`src/rtl/uart_ram_ctrl_if.sv`:
```
// UART byte link and single-port RAM signals for uart_ram_ctrl.
// The controller drives through the master modport; the environment uses the slave modport.
interface uart_ram_ctrl_if #(
    parameter int unsigned ADDR_W     = 15,
    parameter int unsigned DATA_BYTES = 1
);
    localparam int unsigned DW = 8 * DATA_BYTES;

    logic [7:0]        uart_rd_data;
    logic              uart_rd_en;
    logic [7:0]        uart_wr_data;
    logic              uart_wr_en;
    logic              uart_wr_complete;
    logic              ram_wr_en;
    logic [ADDR_W-1:0] ram_addr;
    logic [DW-1:0]     ram_wr_data;
    logic [DW-1:0]     ram_rd_data;

    modport master (
        input  uart_rd_data, uart_rd_en, uart_wr_complete, ram_rd_data,
        output uart_wr_data, uart_wr_en, ram_wr_en, ram_addr, ram_wr_data
    );

    modport slave (
        output uart_rd_data, uart_rd_en, uart_wr_complete, ram_rd_data,
        input  uart_wr_data, uart_wr_en, ram_wr_en, ram_addr, ram_wr_data
    );
endinterface

```
`src/rtl/uart_ram_ctrl.sv`:
```
// Byte-command controller between a UART link and a single-port synchronous RAM:
// burst write/read with address wrap-around, write ACK, inter-byte timeout and error pulse.
module uart_ram_ctrl #(
    parameter int unsigned ADDR_W      = 15,
    parameter int unsigned DATA_BYTES  = 1,
    parameter int unsigned RAM_RD_LAT  = 1,
    parameter int unsigned TIMEOUT_CYC = 5_000_000,
    parameter logic [7:0]  ACK_BYTE    = 8'hAC
) (
    input  logic            sys_clk,
    input  logic            sys_rst_n,
    uart_ram_ctrl_if.master bus,
    output logic            busy,
    output logic            cmd_err
);
    localparam int unsigned DW   = 8 * DATA_BYTES;
    localparam int unsigned AB   = (ADDR_W + 7) / 8;
    localparam int unsigned TO_W = $clog2(TIMEOUT_CYC + 1);

    localparam logic [7:0]      CMD_WR   = 8'hA5;
    localparam logic [7:0]      CMD_RD   = 8'h5A;
    localparam logic [1:0]      AB_LAST  = 2'(AB - 1);
    localparam logic [1:0]      DB_LAST  = 2'(DATA_BYTES - 1);
    localparam logic [1:0]      LAT_LAST = 2'(RAM_RD_LAT - 1);
    localparam logic [TO_W-1:0] TO_LAST  = TO_W'(TIMEOUT_CYC - 1);

    typedef enum logic [3:0] {
        IDLE, ADDR, LEN, WDATA, WCOMMIT, ACK_TX, RD_ISSUE, RD_WAIT, TX_BYTE, TX_WAIT
    } state_t;

    state_t            state_q, state_d;
    logic              is_rd_q, is_rd_d;
    logic [1:0]        cnt_q, cnt_d;      // field byte, word byte or read-latency count
    logic [15:0]       len_q, len_d;
    logic [TO_W-1:0]   to_q, to_d;
    logic [ADDR_W-1:0] addr_q, addr_d;
    logic [DW-1:0]     wdata_q, wdata_d;
    logic [DW-1:0]     rdata_q, rdata_d, rdata_sh;
    logic [7:0]        tx_q, tx_d;
    logic              tx_en_q, tx_en_d;
    logic              wr_en_q, wr_en_d;
    logic              busy_q, busy_d;
    logic              err_q, err_d;
    logic              timed_out;

    always_ff @(posedge sys_clk or negedge sys_rst_n) begin
        if (!sys_rst_n) begin
            state_q <= IDLE;
            is_rd_q <= 1'b0;
            cnt_q   <= '0;
            len_q   <= '0;
            to_q    <= '0;
            addr_q  <= '0;
            wdata_q <= '0;
            rdata_q <= '0;
            tx_q    <= '0;
            tx_en_q <= 1'b0;
            wr_en_q <= 1'b0;
            busy_q  <= 1'b0;
            err_q   <= 1'b0;
        end else begin
            state_q <= state_d;
            is_rd_q <= is_rd_d;
            cnt_q   <= cnt_d;
            len_q   <= len_d;
            to_q    <= to_d;
            addr_q  <= addr_d;
            wdata_q <= wdata_d;
            rdata_q <= rdata_d;
            tx_q    <= tx_d;
            tx_en_q <= tx_en_d;
            wr_en_q <= wr_en_d;
            busy_q  <= busy_d;
            err_q   <= err_d;
        end
    end

    always_comb begin
        state_d   = state_q;
        is_rd_d   = is_rd_q;
        cnt_d     = cnt_q;
        len_d     = len_q;
        to_d      = '0;
        addr_d    = addr_q;
        wdata_d   = wdata_q;
        rdata_d   = rdata_q;
        tx_d      = tx_q;
        tx_en_d   = 1'b0;
        wr_en_d   = 1'b0;
        err_d     = 1'b0;
        timed_out = 1'b0;
        rdata_sh  = rdata_q << 8;

        // Inter-byte timer runs only while a command frame is still arriving.
        if (state_q == ADDR || state_q == LEN || state_q == WDATA) begin
            if (!bus.uart_rd_en) begin
                to_d      = to_q + 1'b1;
                timed_out = (to_q == TO_LAST);
            end
        end

        case (state_q)
            IDLE: begin
                if (bus.uart_rd_en) begin
                    if (bus.uart_rd_data == CMD_WR || bus.uart_rd_data == CMD_RD) begin
                        is_rd_d = (bus.uart_rd_data == CMD_RD);
                        cnt_d   = '0;
                        state_d = ADDR;
                    end else begin
                        err_d = 1'b1;
                    end
                end
            end
            ADDR: begin
                if (bus.uart_rd_en) begin
                    addr_d = ADDR_W'({addr_q, bus.uart_rd_data});
                    cnt_d  = cnt_q + 2'd1;
                    if (cnt_q == AB_LAST) begin
                        cnt_d   = '0;
                        state_d = LEN;
                    end
                end
            end
            LEN: begin
                if (bus.uart_rd_en) begin
                    len_d = {len_q[7:0], bus.uart_rd_data};
                    cnt_d = cnt_q + 2'd1;
                    if (cnt_q == 2'd1) begin
                        cnt_d   = '0;
                        state_d = is_rd_q ? RD_ISSUE : WDATA;
                    end
                end
            end
            WDATA: begin
                if (bus.uart_rd_en) begin
                    wdata_d = DW'({wdata_q, bus.uart_rd_data});
                    cnt_d   = cnt_q + 2'd1;
                    if (cnt_q == DB_LAST) begin
                        cnt_d   = '0;
                        wr_en_d = 1'b1;
                        state_d = WCOMMIT;
                    end
                end
            end
            WCOMMIT: begin
                addr_d = addr_q + 1'b1;
                if (len_q == 16'd0) begin
                    tx_d    = ACK_BYTE;
                    tx_en_d = 1'b1;
                    state_d = ACK_TX;
                end else begin
                    len_d   = len_q - 16'd1;
                    state_d = WDATA;
                end
            end
            ACK_TX:   state_d = TX_WAIT;
            RD_ISSUE: begin
                cnt_d   = '0;
                state_d = RD_WAIT;
            end
            RD_WAIT: begin
                cnt_d = cnt_q + 2'd1;
                if (cnt_q == LAT_LAST) begin
                    rdata_d = bus.ram_rd_data;
                    tx_d    = bus.ram_rd_data[DW-1 -: 8];
                    tx_en_d = 1'b1;
                    cnt_d   = '0;
                    state_d = TX_BYTE;
                end
            end
            TX_BYTE:  state_d = TX_WAIT;
            TX_WAIT: begin
                if (bus.uart_wr_complete) begin
                    if (!is_rd_q) begin
                        state_d = IDLE;
                    end else if (cnt_q != DB_LAST) begin
                        cnt_d   = cnt_q + 2'd1;
                        rdata_d = rdata_sh;
                        tx_d    = rdata_sh[DW-1 -: 8];
                        tx_en_d = 1'b1;
                        state_d = TX_BYTE;
                    end else if (len_q == 16'd0) begin
                        state_d = IDLE;
                    end else begin
                        len_d   = len_q - 16'd1;
                        addr_d  = addr_q + 1'b1;
                        state_d = RD_ISSUE;
                    end
                end
            end
            default:  state_d = IDLE;
        endcase

        // Abandon the frame; words already committed stay in RAM.
        if (timed_out) begin
            err_d   = 1'b1;
            cnt_d   = '0;
            state_d = IDLE;
        end

        busy_d = (state_d != IDLE);
    end

    assign bus.uart_wr_data = tx_q;
    assign bus.uart_wr_en   = tx_en_q;
    assign bus.ram_wr_en    = wr_en_q;
    assign bus.ram_addr     = addr_q;
    assign bus.ram_wr_data  = wdata_q;
    assign busy             = busy_q;
    assign cmd_err          = err_q;
endmodule

```
`src/flat_wrapper.sv`:
```
// flat-port wrapper written by rule: the top's interface ports become plain ports
module uart_ram_ctrl_flat 
#(
    parameter int unsigned ADDR_W      = 15,
    parameter int unsigned DATA_BYTES  = 1,
    parameter int unsigned RAM_RD_LAT  = 1,
    parameter int unsigned TIMEOUT_CYC = 5_000_000,
    parameter logic [7:0]  ACK_BYTE    = 8'hAC
)
  (sys_clk, sys_rst_n, busy, cmd_err, bus_uart_rd_data, bus_uart_rd_en, bus_uart_wr_complete, bus_ram_rd_data, bus_uart_wr_data, bus_uart_wr_en, bus_ram_wr_en, bus_ram_addr, bus_ram_wr_data);
  uart_ram_ctrl_if #(.ADDR_W(ADDR_W), .DATA_BYTES(DATA_BYTES)) bus_i ();
  input  logic sys_clk;
  input  logic sys_rst_n;
  output logic busy;
  output logic cmd_err;
  input wire logic [$bits(bus_i.uart_rd_data)-1:0] bus_uart_rd_data;
  input wire logic [$bits(bus_i.uart_rd_en)-1:0] bus_uart_rd_en;
  input wire logic [$bits(bus_i.uart_wr_complete)-1:0] bus_uart_wr_complete;
  input wire logic [$bits(bus_i.ram_rd_data)-1:0] bus_ram_rd_data;
  output wire logic [$bits(bus_i.uart_wr_data)-1:0] bus_uart_wr_data;
  output wire logic [$bits(bus_i.uart_wr_en)-1:0] bus_uart_wr_en;
  output wire logic [$bits(bus_i.ram_wr_en)-1:0] bus_ram_wr_en;
  output wire logic [$bits(bus_i.ram_addr)-1:0] bus_ram_addr;
  output wire logic [$bits(bus_i.ram_wr_data)-1:0] bus_ram_wr_data;
  assign bus_i.uart_rd_data = bus_uart_rd_data;
  assign bus_i.uart_rd_en = bus_uart_rd_en;
  assign bus_i.uart_wr_complete = bus_uart_wr_complete;
  assign bus_i.ram_rd_data = bus_ram_rd_data;
  assign bus_uart_wr_data = bus_i.uart_wr_data;
  assign bus_uart_wr_en = bus_i.uart_wr_en;
  assign bus_ram_wr_en = bus_i.ram_wr_en;
  assign bus_ram_addr = bus_i.ram_addr;
  assign bus_ram_wr_data = bus_i.ram_wr_data;
  uart_ram_ctrl #(.ADDR_W(ADDR_W), .DATA_BYTES(DATA_BYTES), .RAM_RD_LAT(RAM_RD_LAT), .TIMEOUT_CYC(TIMEOUT_CYC), .ACK_BYTE(ACK_BYTE)) u_core (.sys_clk(sys_clk), .sys_rst_n(sys_rst_n), .bus(bus_i), .busy(busy), .cmd_err(cmd_err));
endmodule
```
`config.mk`:
```
export PLATFORM = sky130hd
export DESIGN_NAME = uart_ram_ctrl_flat
export DESIGN_NICKNAME = d
export VERILOG_FILES = /design/src/rtl/uart_ram_ctrl_if.sv /design/src/rtl/uart_ram_ctrl.sv /design/src/flat_wrapper.sv
export SDC_FILE = /design/constraint.sdc
export NUM_CORES = 1
export LEC_CHECK = 0
export BUFFER_PORTS_ARGS = -buffer_cell sky130_fd_sc_hd__buf_4
export CAP_MARGIN = 20
export CELL_PAD_IN_SITES_DETAIL_PLACEMENT = 1
export CELL_PAD_IN_SITES_GLOBAL_PLACEMENT = 1
export CORE_MARGIN = 1
export CORE_UTILIZATION = 48
export DETAILED_ROUTE_END_ITERATION = 12
export PLACE_DENSITY_LB_ADDON = 0.1
export SLEW_MARGIN = 20
export SYNTH_ARGS = -nofsm -noshare
export SYNTH_HDL_FRONTEND = slang
export SYNTH_SLANG_ARGS = --single-unit
```
`constraint.sdc`:
```
create_clock -name sys_clk -period 4.5 [get_ports sys_clk]
set_input_delay 0.45 -clock sys_clk [delete_from_list [all_inputs] [get_ports sys_clk]]
set_output_delay 0.45 -clock sys_clk [all_outputs]
set_load 0.02 [all_outputs]
```
# Word level (Yosys, flattened, before mapping)
# Index checks and enable logic that the tools add are counted.
[totals]
regBits = 81
latchBits = 0
ram_bits = 0
mem_bits_ro = 0
output_inout_bits = 35
word_cells = 127
memories = 0
[op_classes]
add_sub_neg = 4
n_mul = 0
div = 0
magnitude_cmp = 0
n_eq_ne = 29
shift = 0
n_mux = 62
bitwise_logic = 0
reduce_logical = 20
[op_table]
columns = ["op", "n"]
rows = [
  ["16-bit 2-to-1 mux", 5],
  ["15-bit 2-to-1 mux", 5],
  ["4-bit 2-to-1 mux", 13],
  ["16-bit case mux with 3 select lines", 1],
  ["23-bit 2-to-1 mux", 2],
  ["15-bit case mux with 3 select lines", 1],
  ["8-bit 2-to-1 mux", 5],
  ["4-bit case mux with 9 select lines", 1],
  ["8-bit case mux with 3 select lines", 1],
  ["23-bit by 1-bit adder with 23-bit output (second input constant)", 1],
  ["23-bit == test (second input constant)", 1],
  ["2-bit 2-to-1 mux", 10],
  ["4-bit by 3-bit == test with 1-bit output (second input constant)", 4],
  ["16-bit logical NOT", 1],
  ["16-bit by 1-bit subtractor with 16-bit output (second input constant)", 1],
  ["15-bit by 1-bit adder with 15-bit output (second input constant)", 1],
  ["1-bit 2-to-1 mux", 13],
  ["3-bit by 1-bit inequality test with 1-bit output (second input constant)", 4],
  ["2-bit case mux with 6 select lines", 1],
  ["6-bit AND reduction", 2],
  ["2-bit inequality test (second input constant)", 5],
  ["3-bit 2-to-1 mux", 3],
  ["3-bit by 2-bit inequality test with 1-bit output (second input constant)", 3],
  ["3-bit nonzero test", 3],
  ["other kinds (20)", 28],
]

# Logic depth before layout (Yosys ltp)
# Gate-level depths: netlist of run 1.
[depth]
depth_word = 8
ltp_mapped = 9
depth_no_buf = 8

# Worst setup path after synthesis of run 1
# OpenSTA, ideal clock, no wires.
[synth_path]
path_kind = "flip-flop to flip-flop"
startpoint = "reg u_core.len_q[0]"
endpoint = "reg u_core.len_q[0]"
setup_time_ns = 0.120
arrival_ns = 2.068
t_required_ns = 4.380
path_slack_ns = 2.312
stages_incl_launch_ff = 8
path_buffers = 1
synth_period_minus_slack_ns = 2.188
path_cell_list = "dfrtp_1 -> inv_1 -> ha_1 -> nor3b_2 -> nand4_1 -> o32a_4 -> buf_6 -> a31o_1"
[synth_via]
elab_chain_cells = 6
word_cells_on_any_way = 7
classes_between = "add/sub: 1; mux: 5; reduce/logical: 1"
[synth_lines]
columns = ["item", "line", "source"]
rows = [
  ["start: declaration", "uart_ram_ctrl.sv:34", "logic [15:0] len_q, len_d;"],
  ["start signal: assignment", "uart_ram_ctrl.sv:65", "len_q <= len_d;"],
  ["16-bit by 1-bit subtractor with 16-bit output or 16-bit logical NOT (tied branches)", "--", ""],
  ["16-bit 2-to-1 mux *", "uart_ram_ctrl.sv:147, uart_ram_ctrl.sv:182", ""],
  ["16-bit 2-to-1 mux", "uart_ram_ctrl.sv:176", "end else if (cnt_q != DB_LAST) begin"],
  ["16-bit 2-to-1 mux", "uart_ram_ctrl.sv:174", "if (!is_rd_q) begin"],
  ["16-bit 2-to-1 mux", "uart_ram_ctrl.sv:173", "if (bus.uart_wr_complete) begin"],
  ["16-bit case mux with 3 select lines *", "uart_ram_ctrl.sv:102", "case (state_q)"],
]
# Every way passes the cells marked *; elsewhere a longest branch is shown, timed or not. The select of a mux whose other input is x is not followed.
# A chain may end at the register's enable or synchronous reset.

# Final worst setup path of run 1
[layout_path]
startpoint = "reg u_core.len_q[0]"
endpoint = "reg u_core.addr_q[0], in the netlist u_core.bus.ram_addr[0]"
[layout_via]
elab_chain_cells = 3
[layout_lines]
columns = ["item", "line", "source"]
rows = [
  ["16-bit logical NOT", "uart_ram_ctrl.sv:182", "end else if (len_q == 16'd0) begin"],
  ["2-bit inequality test (no source line)", "--", ""],
  ["6-bit AND reduction (no source line)", "--", ""],
  ["end signal: assignment", "uart_ram_ctrl.sv:67", "addr_q <= addr_d;"],
  ["end: declaration", "uart_ram_ctrl.sv:36", "logic [ADDR_W-1:0] addr_q, addr_d;"],
]
# No other way between the ends.

==> results of run 1 <==
kinds of logic after synthesis:
kind of cell / synth area share (%)
flip-flops: 43.9
AO/OA/AOI/OAI: 18.9
multiplexers: 2.60
adder cells (fa/ha/maj): 1.62
XOR/XNOR: 3.79
AND/OR/NAND/NOR: 24.5
buffers and inverters: 4.68
state kept, by name, summed over array words and instances, names as in the netlist:
signal	count
u_core.bus.ram_addr	15
u_core.is_rd_q	1
u_core.bus.uart_wr_data	8
u_core.to_q	23
u_core.bus.ram_wr_data	8
u_core.bus.ram_wr_en	1
u_core.cmd_err	1
u_core.state_q	4
u_core.busy	1
u_core.len_q	16
u_core.bus.uart_wr_en	1
u_core.cnt_q	2
through the flow:
| stage | util, % | cell area [sq um] | power (mW) |
|---|---|---|---|
| after floorplan | - | 4620 | 2.12 |
| after global placement | 54.4 | 5050 | 2.51 |
| after detailed placement | 54.4 | 5050 | 2.57 |
| after CTS | 56.5 | 5240 | 3.13 |
| after global routing | 56.6 | 5250 | 3.33 |
| final | 56.6 | 5250 | 3.12 |
final timing paths:
| check | endpoint | slack (ns) | cells after the start |
|---|---|---|---|
| worst max-delay path | u_core.bus.ram_addr[0]$_DFFE_PN0P_ | 1.27 | 8 |
| worst min-delay path | u_core.bus.uart_wr_data[1]$_DFFE_PN0P_ | 0.11 | 1 |
| worst max register to register | u_core.bus.ram_addr[0]$_DFFE_PN0P_ | 1.27 | 8 |
| worst min register to register | u_core.bus.uart_wr_data[5]$_DFFE_PN0P_ | 0.49 | 2 |
| max in group asynchronous | u_core.bus.ram_addr[0]$_DFFE_PN0P_ | 3.84 | 1 |
| min in group sys_clk | u_core.bus.uart_wr_data[1]$_DFFE_PN0P_ | 0.35 | 3 |
power groups by stage:
stage	combinational, mW	sequential [mW]	clock, mW
3_5_place_dp	1.31	1.27	0
6_report	1.31	1.26	0.550
3_3_place_gp	1.26	1.25	0
5_1_grt	1.45	1.31	0.581
2_1_floorplan	0.829	1.30	0
4_1_cts	1.32	1.26	0.555
layer usage:
layer | routed length [um] | vias to the layer above
met5 | 0 | -
li1 | - | 1955
met4 | 151 | 0
met2 | 6120 | 72
met3 | 430 | 10
met1 | 5730 | 2043
area by class of cell:
type / count / share of cell area (%)
flip-flops and latches: 81 / 38.6
clock inverters: 4 / 1.02
inverters: 15 / 1.07
clock buffers: 11 / 2.69
multi-input cells: 397 / 45.5
well taps: 129 / 3.07
repair buffers: 56 / 8.08
worst max-delay path: cells and delay by family (launching register included):
| kind | cells | cell delay [ns] |
|---|---|---|
| flops | 1 | 0.41 |
| compound gates | 2 | 0.97 |
| simple gates | 3 | 1.02 |
| mux | 1 | 0.29 |
| fa+ha+maj | 1 | 0.23 |
| buf+inv | 1 | 0.15 |
cell usage in the layout (no fill, tap or decap), types with 5 or more instances in the layout:
master	instances
dfrtp_1	81
and2_1	5
nor3_1	12
nor2_1	57
nand2_1	59
o22a_1	5
clkbuf_8	10
nand3_1	23
mux2_2	8
buf_4	55
ha_1	6
nor2b_1	6
o31ai_1	6
nand4_1	9
a22o_1	8
nor4_1	5
a31oi_1	7
xor2_1	16
and3_1	16
a21oi_1	32
inv_1	15
o21ai_2	6
o21ai_0	43
==> results by group, run 1 <==
Clocking
  – Post-CTS Hold Buffers: 0
  – CTS root buf: clkbuf_8
  – # H-tree levels: 3
  – Post-CTS sizing: 0
  – CTS Buf Count: 9
  – CTS tree: yes
  – Clock Path Buffers: 2
  – Num Clock Sinks: 81
  – CTS clk-pin slew, worst paths: 0.08 ns
  – Post-CTS Setup Bufs: 0
  – Worst skew pair latency: 0.36 ns

Routing
  – 1st-iter DRT viols: 177
  – Pre-Repair DR Iteration Count: 4
  – WL per Instance: 17.9 um
  – # DRC: 0
  – Remaining antenna violation count: 0
  – Routed vias/inst: 5.89
  – Vias: 4080
  – Routed Wire Length: 12400 um

Placement
  – Pre-CTS setup slack: 1.35 ns
  – PortBufs: 54
  – Final HPWL DP: 8500 um
  – Placed cell count: 678
  – GPL Wtd Cong: 0.845

Logic synthesis
  – Post-synth top area share: 43.9%
  – Register area share after synthesis: 43.9%
  – Yosys warning total: 0
  – Top area cells in the synthesized netlist: dfrtp_1 (44%), nand2_1 (4.8%), o21ai_0 (4.7%), nor2_1 (4.6%), a21oi_1 (3.6%)
  – Synth area leader: dfrtp_1
  – FFs w/ async S/R, synth: 100%
  – Netlist cell types: 61
  – Commonest cells in the netlist: dfrtp_1 (81), nand2_1 (59), nor2_1 (57)
  – EDFF count, synth: 0
  – Syn Nets: 549
  – Post-Synthesis Cell Area: 4620 sq um
  – Most frequent cell after synthesis: dfrtp_1
  – Yosys reg bits: 81
  – Post-Synthesis Cells: 523
  – Syn avg cell area: 8.84 sq um
  – Predominant post-synthesis flop cell: dfrtp_1

Timing
  – Slew HR: 29.7%
  – Worst-Margin Slew: 1.05 ns
  – Setup TNS: 0 ns
  – Endpoints failing setup: 0
  – RSZ-0062 raised after global routing: no
  – Hold Slack: 0.112 ns
  – Final hold viol count: 0
  – Final Max Slew Viols: 0
  – Clock Skews: 0.0148 ns
  – Min Tclk post-route: 3.23 ns
  – Worst Slack Setup Final: 1.27 ns
  – Max frequency: 0.310 GHz
  – Tcrit/Tclk final: 71.7%

Global routing
  – Initial antenna violation count: 0
  – Vias in the first global route: 4021
  – First-pass GRT wire length: 20800 um
  – Gr ovfl total: 0
  – Busiest grt layer: met2
  – GRT Overall Usage: 26.3%
  – Grt met2 use: 42.8%
  – Met3 usage: 3.41%
  – Grt met1 use: 36.5%
  – Pin count of the biggest net entering global routing: 82

Critical path
  – Critical path fanouts, max: 30
  – Critical-path cell list: inv_1, ha_1, nor3b_2, nand4_1, nor2_1, o32a_1, mux2i_1, o21ai_0
  – WS Path Type: register to register
  – CP required: 4.69 ns
  – Worst setup path startpoint: u_core.len_q[0]$_DFFE_PN0P_
  – Crit-path max cell delay: 0.86 ns
  – Slowest stage cell, crit path: o32a_1
  – CP endpoint kind: register
  – Critical Path Source Type: register
  – Reg-to-Reg Start: u_core.len_q[0]$_DFFE_PN0P_
  – CP arrival: 3.42 ns

Pwr
  – Sequential share of power: 40.4%
  – Pwr Density: 594 nW/um^2
  – P_sw: 1.34 mW
  – Leak pwr: 2.30 nW
  – Clock power share: 17.6%
  – Combinational power share: 42.0%
  – Int Power: 1.78 mW
  – Switching Share: 43.0%
  – Worst VDD drop: 346 uV

Floorplanning
  – Die area: 10000 sq um
  – Chip height: 100 um
  – Die extent in x: 100 um
  – Ports: 55
  – CORE AREA: 9280 sq um
  – Initial core utilization: 49.8%
  – Placement Rows: 35

Layout
  – Diode count: 0
  – Share of cells above drive strength 1: 16.7%
  – Final nets: 586
  – Area grow syn2layout: 13.6%
  – Multi-input logic area: 2390 sq um
  – Reg area: 2030 sq um
  – Fillcell total: 1113
  – Final Non-Filler Cells: 693

Run
  – Max-cap violations: 0

Worst hold path
  – Worst min path class: input pin to asynchronous set/reset pin

Status
  – Outcome: finished clean
(Power assumes the default switching activity.)
==> run 2, diff against run 1 <==
Settings changed: CORE_UTILIZATION 48 to 40.
Clock period 4.5 ns to 2.87 ns, I/O delays scaled along.
==> run 2 against run 1 <==
  * The run now ends with hold timing left
  * Critical path depth unchanged
  * Cell count grew 3.5%
  * Worst hold slack worse by 0.13 ns
  * Setup slack lost 0.90 ns
  * Power rose by 66%
  * Die area grew 20%
  * First-iteration DRC count shrank 17%
  * Final area grew 3.4%
  * Global-route usage decreased by 3.5 points
  * Critical path type unchanged
  * Highest routed layer unchanged
==> results by group, run 2 (synthesized netlist as in run 1, its figures left out) <==
Critical path
  – Slowest stage cell, crit path: o32a_4
  – Sum of buffers and inverters on the critical path: 1 (unchanged)
  – CP required: 3.11 ns (-1.58 ns)
  – Critical Path Source Type: register
  – Crit-path max cell delay: 0.65 ns (-0.21 ns)
  – WS Path Type: register to register
  – CP arrival: 2.73 ns (-0.69 ns)
  – Critical path fanouts, max: 32 (+6.7%)
  – CP endpoint kind: register
  – Cell family with most CP delay: compound AO/OA/AOI/OAI gates
  – Critical-path cell list: inv_1, ha_1, nor3b_2, nand4_1, o32a_4, nand3_1, o21ai_2, a31o_1

Timing
  – RSZ-0062 raised after global routing: no
  – Setup TNS: 0 ns (unchanged)
  – Final hold viol count: 11 (+11)
  – Endpoints failing setup: 0 (unchanged)
  – Slew HR: 51.1% (+21 points)
  – Clock Skews: 0.00388 ns (-0.0109 ns)
  – Hold Slack: -0.0175 ns (-0.129 ns)
  – Max frequency: 0.401 GHz (+29%)
  – Worst-Margin Slew: 0.728 ns (-0.325 ns)
  – Tcrit/Tclk final: 86.9% (+15 points)
  – Min Tclk post-route: 2.49 ns (-0.735 ns)
  – Final Max Slew Viols: 0 (unchanged)

Routing
  – Routed Wire Length: 12600 um (+1.0%)
  – Routed vias/inst: 5.63 (-4.4%)
  – Pre-Repair DR Iteration Count: 4 (unchanged)
  – 1st-iter DRT viols: 147 (-17%)
  – WL per Instance: 17.5 um (-2.4%)
  – Vias: 4035 (-1.1%)
  – Remaining antenna violation count: 0 (unchanged)
  – # DRC: 0 (unchanged)

Worst hold path
  – Worst min path class: input pin to asynchronous set/reset pin

Layout
  – Reg area: 2030 sq um (unchanged)
  – Diode count: 0 (unchanged)
  – Multi-input logic area: 2380 sq um (-0.26%)
  – Share of cells above drive strength 1: 18.5% (+1.9 points)
  – Register with the most flip-flops: u_core.to_q
  – Fillcell total: 1321 (+19%)
  – Final Non-Filler Cells: 717 (+3.5%)
  – Most frequent cells in the layout: dfrtp_1 (81), buf_4 (68), nand2_1 (59)
  – Max FFs per register: 23 (unchanged)
  – Commonest non-fill, non-tap cell in the layout: dfrtp_1
  – Final design utilization: 49.3% (-7.3 points)
  – Final nets: 598 (+2.0%)
  – Area grow syn2layout: 17.5%

Pwr
  – Sequential share of power: 36.9% (-3.5 points)
  – Switching Share: 42.1% (-0.99 points)
  – Leak pwr: 2.40 nW (+4.4%)
  – Clock power share: 21.3% (+3.7 points)
  – Pwr Density: 954 nW/um^2 (+60%)
  – Int Power: 3.00 mW (+69%)
  – Total Power: 5.18 mW (+66%)
  – P_sw: 2.18 mW (+62%)
  – Combinational power share: 41.8% (-0.2 points)
  – Worst VDD drop: 429 uV (+24%)

Floorplanning
  – CORE AREA: 11000 sq um (+19%)
  – Placement Rows: 38 (+8.6%)
  – Initial core utilization: 41.9% (-7.9 points)
  – Ports: 55 (unchanged)
  – Chip height: 109 um (+9.4%)
  – Die area: 12000 sq um (+20%)
  – Die extent in x: 109 um (+9.4%)

Clocking
  – CTS tree: yes
  – Num Clock Sinks: 81 (unchanged)
  – Worst skew pair latency: 0.35 ns (about the same)
  – # H-tree levels: 3 (unchanged)
  – CTS Buf Count: 9 (unchanged)
  – Post-CTS Setup Bufs: 0 (unchanged)
  – CTS clk-pin slew, worst paths: 0.06 ns (-0.02 ns)
  – Post-CTS Hold Buffers: 0 (unchanged)
  – CTS root buf: clkbuf_16
  – Post-CTS sizing: 0 (unchanged)
  – Clock Path Buffers: 2 (unchanged)

Global routing
  – GRT Overall Usage: 22.8% (-3.5 points)
  – Gr ovfl total: 0 (unchanged)
  – Initial antenna violation count: 0 (unchanged)
  – First-pass GRT wire length: 21000 um (+1.0%)
  – Pin count of the biggest net entering global routing: 55 (-33%)
  – Vias in the first global route: 4137 (+2.9%)

Placement
  – Final HPWL DP: 8870 um (+4.3%)
  – PortBufs: 54 (unchanged)
  – GPL Wtd Cong: 0.828 (-2.0%)
  – Placed cell count: 701 (+3.4%)

Run
  – Max-cap violations: 0 (unchanged)

Status
  – Failing checks: hold timing
  – Outcome: finished with violations
[run 2: cell count changes in the layout (fill, tap and decap cells not counted)]
cell	change
buf_4	+13
clkbuf_8	-10
clkbuf_16	+9
clkinv_4	+3
buf_6	-1
bufinv_16	-1
clkbuf_1	-1
clkinv_2	+1
clkinvlp_4	-1
inv_6	+1
nor4bb_1	+1
nor4bb_2	-1
[run 2: layer usage]
layer,wire (um),vias to the layer above,global-route usage [%]
li1,-,1979,-
met4,163,0,7.14
met2,5960,65,36.4
met1,5950,1979,30.9
met5,0,-,0
met3,481,12,4.98
[run 2: layout make-up]
cell class | count | area share [%]
clock buffers | 9 | 4.15
flip-flops and latches | 81 | 37.3
inverters | 15 | 1.04
well taps | 140 | 3.22
repair buffers | 68 | 9.40
multi-input cells | 397 | 43.9
clock inverters | 7 | 1.04
[run 2: per-stage QoR]
| stage | hold WS [ns] | cell area [sq um] | worst slack, ns |
|---|---|---|---|
| CTS | 0.0196 | 5430 | 0.389 |
| detailed placement | 0.398 | 5150 | 0.390 |
| floorplan | -0.00859 | 4620 | 0.682 |
| global placement | 0.392 | 5150 | 0.463 |
| global route | 0.0488 | 5430 | 0.174 |
| finish | -0.0175 | 5430 | 0.377 |
[run 2: path summary, 6_finish.rpt]
path	start	endpoint	slack, ns	depth (start not counted)
max reg2reg	u_core.len_q[0]$_DFFE_PN0P_	u_core.len_q[0]$_DFFE_PN0P_	0.38	8
max in group asynchronous	sys_rst_n	u_core.state_q[0]$_DFF_PN0_	2.20	2
max	u_core.len_q[0]$_DFFE_PN0P_	u_core.len_q[0]$_DFFE_PN0P_	0.38	8
min	sys_rst_n	u_core.bus.uart_wr_data[4]$_DFFE_PN0P_	-0.02	1
min reg2reg	u_core.bus.uart_wr_data[3]$_DFFE_PN0P_	u_core.bus.uart_wr_data[3]$_DFFE_PN0P_	0.48	2
min in group sys_clk	bus_ram_rd_data[6]	u_core.bus.uart_wr_data[6]$_DFFE_PN0P_	0.19	3
[run 2: worst register-to-register path: cells and delay by family, from the launching register on]
| kind | cells | cell delay [ns] |
|---|---|---|
| AO/OA/AOI/OAI | 3 | 0.89 |
| AND/OR/NAND/NOR | 3 | 0.72 |
| flip-flops | 1 | 0.39 |
| adder cells (fa/ha/maj) | 1 | 0.23 |
| buffers and inverters | 1 | 0.15 |
[run 2: power by group through the flow]
| stage | Combinational (mW) | Sequential, mW | Clock (mW) |
|---|---|---|---|
| 2_1_floorplan | 1.30 | 2.03 | 0 |
| 3_3_place_gp | 2.11 | 1.91 | 0 |
| 3_5_place_dp | 2.17 | 1.93 | 0 |
| 4_1_cts | 2.19 | 1.91 | 1.14 |
| 5_1_grt | 2.40 | 1.98 | 1.19 |
| 6_report | 2.17 | 1.91 | 1.10 |
